## src/rtl/mbist_pkg.sv

```systemverilog
// rtl/mbist_pkg.sv - shared types and March C- element tables for the MBIST controller
package mbist_pkg;

    typedef enum logic [2:0] {M0, M1, M2, M3, M4, M5} march_elem_e;
    typedef enum logic [1:0] {IDLE, RUN, DRAIN, DONE} state_e;

    // One bit per element, bit index = element number.
    localparam logic [5:0] ELEM_DOWN    = 6'b111000;
    localparam logic [5:0] ELEM_TWO_OPS = 6'b011110;
    localparam logic [5:0] SLOT0_READ   = 6'b111110;
    localparam logic [5:0] SLOT0_POL    = 6'b010100;
    localparam logic [5:0] SLOT1_POL    = 6'b001010;

    function automatic logic elem_down(input march_elem_e e);
        return ELEM_DOWN[e];
    endfunction

    function automatic logic elem_last_slot(input march_elem_e e, input logic slot);
        return slot | ~ELEM_TWO_OPS[e];
    endfunction

    // The second slot of a two-op element is always a write.
    function automatic logic op_is_read(input march_elem_e e, input logic slot);
        return slot ? 1'b0 : SLOT0_READ[e];
    endfunction

    function automatic logic op_pol(input march_elem_e e, input logic slot);
        return slot ? SLOT1_POL[e] : SLOT0_POL[e];
    endfunction

endpackage

```

## src/rtl/mbist_cmp_pipe.sv

```systemverilog
// rtl/mbist_cmp_pipe.sv - read-latency matched expected/tag pipeline, comparator and first-failure capture
module mbist_cmp_pipe
    import mbist_pkg::*;
#(
    parameter int ADDR_W = 4,
    parameter int DATA_W = 8,
    parameter int RD_LAT = 1,
    parameter int ERR_W  = 8
) (
    input  logic              clk,
    input  logic              rst,
    input  logic              clear,
    input  logic              issue,
    input  logic [DATA_W-1:0] exp_data,
    input  logic [ADDR_W-1:0] tag_addr,
    input  logic [2:0]        tag_elem,
    input  logic [2:0]        tag_bg,
    input  logic [DATA_W-1:0] rdata,
    output logic              fail,
    output logic [ERR_W-1:0]  err_cnt,
    output logic [ADDR_W-1:0] fail_addr,
    output logic [2:0]        fail_elem,
    output logic [2:0]        fail_bg
);

    logic              vld    [RD_LAT];
    logic [DATA_W-1:0] exp_q  [RD_LAT];
    logic [ADDR_W-1:0] addr_q [RD_LAT];
    logic [2:0]        elem_q [RD_LAT];
    logic [2:0]        bg_q   [RD_LAT];
    logic              miss;

    assign miss = vld[RD_LAT-1] && (rdata != exp_q[RD_LAT-1]);

    always_ff @(posedge clk) begin
        if (rst) begin
            for (int i = 0; i < RD_LAT; i++) begin
                vld[i]    <= 1'b0;
                exp_q[i]  <= '0;
                addr_q[i] <= '0;
                elem_q[i] <= '0;
                bg_q[i]   <= '0;
            end
        end else begin
            vld[0]    <= issue;
            exp_q[0]  <= exp_data;
            addr_q[0] <= tag_addr;
            elem_q[0] <= tag_elem;
            bg_q[0]   <= tag_bg;
            for (int i = 1; i < RD_LAT; i++) begin
                vld[i]    <= vld[i-1];
                exp_q[i]  <= exp_q[i-1];
                addr_q[i] <= addr_q[i-1];
                elem_q[i] <= elem_q[i-1];
                bg_q[i]   <= bg_q[i-1];
            end
        end
    end

    always_ff @(posedge clk) begin
        if (rst || clear) begin
            fail      <= 1'b0;
            err_cnt   <= '0;
            fail_addr <= '0;
            fail_elem <= '0;
            fail_bg   <= '0;
        end else if (miss) begin
            fail <= 1'b1;
            if (err_cnt != '1) begin
                err_cnt <= err_cnt + ERR_W'(1);
            end
            if (!fail) begin
                fail_addr <= addr_q[RD_LAT-1];
                fail_elem <= elem_q[RD_LAT-1];
                fail_bg   <= bg_q[RD_LAT-1];
            end
        end
    end

endmodule

```

## src/rtl/mbist_march_ctrl.sv

```systemverilog
// rtl/mbist_march_ctrl.sv - March C- sequencer: FSM, address/op/element/background counters
module mbist_march_ctrl
    import mbist_pkg::*;
#(
    parameter int ADDR_W = 4,
    parameter int DATA_W = 8,
    parameter int NUM_BG = 8,
    parameter int RD_LAT = 1,
    parameter int ERR_W  = 8
) (
    input  logic              clk,
    input  logic              rst,
    input  logic              start,
    output logic              busy,
    output logic              done,
    output logic              fail,
    output logic [ERR_W-1:0]  err_cnt,
    output logic [ADDR_W-1:0] fail_addr,
    output logic [2:0]        fail_elem,
    output logic [2:0]        fail_bg,
    output logic [2:0]        q,
    input  logic [DATA_W-1:0] data_t,
    output logic [ADDR_W-1:0] mem_addr,
    output logic              mem_we,
    output logic              mem_re,
    output logic [DATA_W-1:0] mem_wdata,
    input  logic [DATA_W-1:0] mem_rdata
);

    localparam logic [ADDR_W-1:0] ADDR_LAST  = '1;
    localparam logic [2:0]        BG_LAST    = 3'(NUM_BG - 1);
    localparam logic [1:0]        DRAIN_LAST = 2'(RD_LAT - 1);

    state_e            state, state_nxt;
    march_elem_e       elem, elem_inc;
    logic              slot;
    logic [ADDR_W-1:0] addr;
    logic [2:0]        bg;
    logic [1:0]        drain_cnt;
    logic              last_slot, at_end, final_op, launch, op_rd;
    logic [DATA_W-1:0] op_data;

    always_comb begin
        state_nxt = state;
        launch    = 1'b0;
        elem_inc  = march_elem_e'(elem + 3'd1);
        last_slot = elem_last_slot(elem, slot);
        at_end    = elem_down(elem) ? (addr == '0) : (addr == ADDR_LAST);
        final_op  = last_slot && at_end && (elem == M5) && (bg == BG_LAST);
        op_rd     = op_is_read(elem, slot);
        op_data   = op_pol(elem, slot) ? ~data_t : data_t;

        case (state)
            IDLE, DONE: begin
                if (start) begin
                    state_nxt = RUN;
                    launch    = 1'b1;
                end
            end
            RUN:     if (final_op) state_nxt = DRAIN;
            DRAIN:   if (drain_cnt == DRAIN_LAST) state_nxt = DONE;
            default: state_nxt = IDLE;
        endcase

        busy      = (state == RUN) || (state == DRAIN);
        done      = (state == DONE);
        mem_re    = (state == RUN) && op_rd;
        mem_we    = (state == RUN) && !op_rd;
        mem_wdata = mem_we ? op_data : '0;
        mem_addr  = addr;
        q         = bg;
    end

    always_ff @(posedge clk) begin
        if (rst) begin
            state     <= IDLE;
            elem      <= M0;
            slot      <= 1'b0;
            addr      <= '0;
            bg        <= '0;
            drain_cnt <= '0;
        end else begin
            state     <= state_nxt;
            drain_cnt <= (state == DRAIN) ? drain_cnt + 2'd1 : 2'd0;
            if (launch) begin
                elem <= M0;
                slot <= 1'b0;
                addr <= '0;
                bg   <= '0;
            end else if (state == RUN) begin
                if (!last_slot) begin
                    slot <= 1'b1;
                end else begin
                    slot <= 1'b0;
                    if (!at_end) begin
                        addr <= elem_down(elem) ? addr - ADDR_W'(1) : addr + ADDR_W'(1);
                    end else if (elem == M5) begin
                        // Wraps back to M0/addr 0/q 0 after the last background.
                        elem <= M0;
                        addr <= '0;
                        bg   <= (bg == BG_LAST) ? 3'd0 : bg + 3'd1;
                    end else begin
                        elem <= elem_inc;
                        addr <= elem_down(elem_inc) ? ADDR_LAST : '0;
                    end
                end
            end
        end
    end

    mbist_cmp_pipe #(
        .ADDR_W (ADDR_W),
        .DATA_W (DATA_W),
        .RD_LAT (RD_LAT),
        .ERR_W  (ERR_W)
    ) u_cmp (
        .clk       (clk),
        .rst       (rst),
        .clear     (launch),
        .issue     (mem_re),
        .exp_data  (op_data),
        .tag_addr  (addr),
        .tag_elem  (elem),
        .tag_bg    (bg),
        .rdata     (mem_rdata),
        .fail      (fail),
        .err_cnt   (err_cnt),
        .fail_addr (fail_addr),
        .fail_elem (fail_elem),
        .fail_bg   (fail_bg)
    );

endmodule

```

## config.mk

```make
export PLATFORM = sky130hd
export DESIGN_NAME = mbist_march_ctrl
export DESIGN_NICKNAME = d
export VERILOG_FILES = /design/src/rtl/mbist_pkg.sv /design/src/rtl/mbist_cmp_pipe.sv /design/src/rtl/mbist_march_ctrl.sv
export SDC_FILE = /design/constraint.sdc
export NUM_CORES = 1
export LEC_CHECK = 0
export CORE_AREA = 8 8 85 87
export CTS_CLUSTER_DIAMETER = 50
export DETAILED_ROUTE_END_ITERATION = 6
export DIE_AREA = 0 0 93 95
export PLACE_DENSITY_LB_ADDON = 0.3
export SLEW_MARGIN = 5
export SYNTH_ARGS = -nofsm -noshare
export SYNTH_HDL_FRONTEND = slang
export SYNTH_SLANG_ARGS = --single-unit
```

## constraint.sdc

```tcl
create_clock -name clk -period 2.05 [get_ports clk]
set_clock_uncertainty 0.2 [all_clocks]
set_input_delay 0.41 -clock clk [delete_from_list [all_inputs] [get_ports clk]]
set_output_delay 0.41 -clock clk [all_outputs]
set_load 0.1 [all_outputs]
```

==> summary.txt <==
Run status
  • Status: finished, violations left
  • Failing checks: setup timing

Synthesis
  • Commonest cells post-synth: dfxtp_1 (58), nor2_1 (32), nand2_1 (28)
  • Simple-Gate Fraction of Synth Area: 23.8%
  • Mux contribution to synthesized area: 2.29%
  • Sequential fraction of the synthesis area: 45.1%
  • Compound-cell area share of the yosys netlist: 13.0%
  • Synth area leaders: dfxtp_1 (45%), xor2_1 (5.8%), nor2_1 (4.7%)
  • Post-synth EDFFs: 0
  • Flops & latches, synth: 58
  • Top_reg_cell synth: dfxtp_1
  • Syn Std Cell Area: 2570 um2
  • Post-synth ARST share: 0%
  • Synthesized area per cell: 8.75 um2
  • Synth cell types: 42
  • Post-synth top area share: 45.1%
  • Most frequent cell after synthesis: dfxtp_1
  • Top cell type by total area after synthesis: dfxtp_1
  • Syn Nets: 323
  • Largest family of logic cells by synthesized area: simple AND/OR/NAND/NOR gates
  • Synth Area in XOR/XNOR: 6.81%
  • Post-synthesis adder-cell area fraction: 5.16%
  • Ys Warns: 0
  • Cell count after synthesis: 294

Timing
  • Final WS setup: -0.171 ns
  • Unrepaired setup endpoints after global routing: true
  • Fmax achieved: 0.450 GHz
  • Crit share post-route: 108%
  • Worst-Margin Slew: 0.438 ns
  • Final Critical Period: 2.22 ns
  • Final Hold Viols: 0
  • Final setup viols: 8
  • Pins over their slew limit: 0
  • Slew headroom: 70.8%

Power
  • Total leakage power: 1.66 nW
  • PwrDens: 947 nW/um2
  • Worst ir drop on vdd: 0.857 mV

Placement
  • DP Area: 3920 um2
  • DP Wirelength: 5.23 mm
  • Gpl congestion: 0.840
  • I/O Buffers: 56

Critical path
  • WS Path Type: reg2out
  • CP Launch Type: register
  • Reg-to-reg critical path endpoint: state[1]$_SDFFE_PP0P_
  • CP arrival: 1.61 ns
  • Setup crit end kind: primary output
  • Worst-path maximum fanout: 8
  • RR Startpoint: mem_addr[0]$_SDFFE_PN0P_
  • Reg2Reg Depth: 5
  • Crit path required time: 1.44 ns
  • Reg2Reg Setup Slack: 0.05 ns

Layout
  • Synth-to-Final Area Change: 70.8%
  • Nets: 410
  • Antenna cell count: 0
  • Layout Utilization: 75.5%
  • Non-Filler Cell Area, Final: 4390 um2
  • Share of layout cells above drive strength 1: 39.9%

Hold path
  • Worst Hold Launch: drain_cnt[0]$_SDFF_PP0_
  • Hold Path Depth: 1
  • Hold Crit Class: reg2reg
  • Hold endpoint: drain_cnt[0]$_SDFF_PP0_

Die
  • I/O pins: 57
  • Die Span Y: 95 um
  • Die W: 93 um
  • FP Rows: 28
  • Core ar.: 5820 um2
  • Die Area: 8840 um2
  • Starting Density: 44.2%

Global route
  • Total global routing overflow: 0
  • GRT Total Usage: 18.8%
  • Vias in the first global route: 2525
  • Antenna violations before repair: 0
  • First-pass GRT wire length: 12.9 mm
  • Largest net degree at the start of global routing: 31

Clocking
  • Clock transition at path regs: 0.07 ns
  • Clock Sink Count: 58
  • H-Tree Depth: 3
  • CTS root buf: clkbuf_8
  • Clock Path Buffers: 2
  • Clock Latency Late Sink: 0.34 ns
  • CTS tree: yes
  • CTS buffer count: 9

Routing
  • WL/cell: 18.5 um
  • Final ANT Viol Nets: 0
  • Total wire length: 8.51 mm
  • Drt via density: 5.46
  • Via count: 2519
  • # DRC: 0
  • DR pass1 iterations: 4
  • DRT iter0 DRCs: 104

Flow run
  • Max cap viols: 0
-- worst max-delay path by stage --
stage,slack (ns),cells after the start,startpoint,endpoint
floorplan,-0.14,5,mem_addr[3]$_SDFFE_PN0P_,elem[1]$_SDFFE_PN0N_
global placement,-0.26,7,mem_rdata[4],u_cmp.err_cnt[3]$_SDFFE_PN0P_
detailed placement,-0.34,7,mem_rdata[4],u_cmp.err_cnt[2]$_SDFFE_PN0P_
CTS,-0.18,5,slot$_SDFFE_PN0N_,mem_wdata[6]
global route,-0.23,5,slot$_SDFFE_PN0N_,mem_wdata[5]
finish,-0.17,5,slot$_SDFFE_PN0N_,mem_wdata[5]
-- layout by cell type (no fill, tap or decap), types with 4 or more instances in the layout --
cell,count
nor3_1,8
ha_1,7
nand2b_1,6
dfxtp_4,4
xor2_1,7
a21oi_2,5
xor2_4,8
o21ai_0,17
nor2b_1,9
dfxtp_2,13
buf_12,40
nand3_1,15
nand2_1,28
nor2_4,9
dfxtp_1,41
inv_1,8
nor2_1,24
clkdlybuf4s50_1,16
clkbuf_8,10
buf_4,31
a21oi_1,11
-- cell families after synthesis --
group | after synthesis
and+or+nand+nor | 121
adders and majority gates | 10
muxes | 5
xor gates and xnor gates | 20
AOI/OAI and AO/OA | 54
DFF | 58
buffers and inverters | 26
-- flip-flops by register name, indices dropped and copies added (netlist names), 4 cells and up, named ones only --
name	count
u_cmp.exp_q	8
u_cmp.addr_q	4
u_cmp.fail_addr	4
mem_addr	4
u_cmp.err_cnt	8
-- metal layers --
| metal | global-route usage [%] | share of wire [%] | up-vias |
|---|---|---|---|
| li1 | - | - | 1177 |
| met1 | 19.0 | 36 | 1217 |
| met2 | 34.6 | 55 | 100 |
| met3 | 4.52 | 6.1 | 25 |
| met4 | 10.9 | 3.3 | 0 |
| met5 | 0 | 0 | - |
-- cell type report --
cell class,count,area (um2)
timing repair buffer,90,1230
multi-input combinational,210,1650
clock buffer,11,141
clock inverter,5,30.0
tap,75,93.8
fill,371,1420
inverter,12,51.3
sequential,58,1190
-- per-stage QoR --
step | worst slack, ns | hold slack, ns | TNS [ns] | std cells | power [W]
6_report | -0.171 | 0.235 | -1.14 | 461 | 0.00416
5_1_grt | -0.226 | 0.268 | -1.70 | 461 | 0.00430
4_1_cts | -0.175 | 0.221 | -1.22 | 458 | 0.00407
3_5_place_dp | -0.339 | 0.213 | -4.62 | 438 | 0.00304
3_3_place_gp | -0.262 | 0.205 | -2.50 | 438 | 0.00301
2_1_floorplan | -0.141 | 0.198 | -1.21 | 294 | 0.00239
-- power by group --
| group | total (W) | switching, W | internal [W] |
|---|---|---|---|
| Sequential | 0.00126 | 0.0000494 | 0.00121 |
| Combinational | 0.00197 | 0.00123 | 0.000742 |
| Clock | 0.000935 | 0.000470 | 0.000465 |
| Total | 0.00416 | 0.00175 | 0.00241 |
-- repair_timing --
| item | CTS | global route |
|---|---|---|
| gates resized for setup | 25 | 18 |
| hold buffers | 0 | 0 |
| pin swaps | 5 | 8 |
| cloned | 0 | 0 |
| buffers inserted | 4 | 3 |
| endpoints found under the setup margin | 12 | 21 |
-- critical path: stages (launching register included) --
cell,delay [ns]
dfxtp_4,0.36
mux2i_4,0.24
buf_12,0.22
xor2_4,0.22
nor2_4,0.06
buf_12,0.16
(Power assumes the default switching activity.)
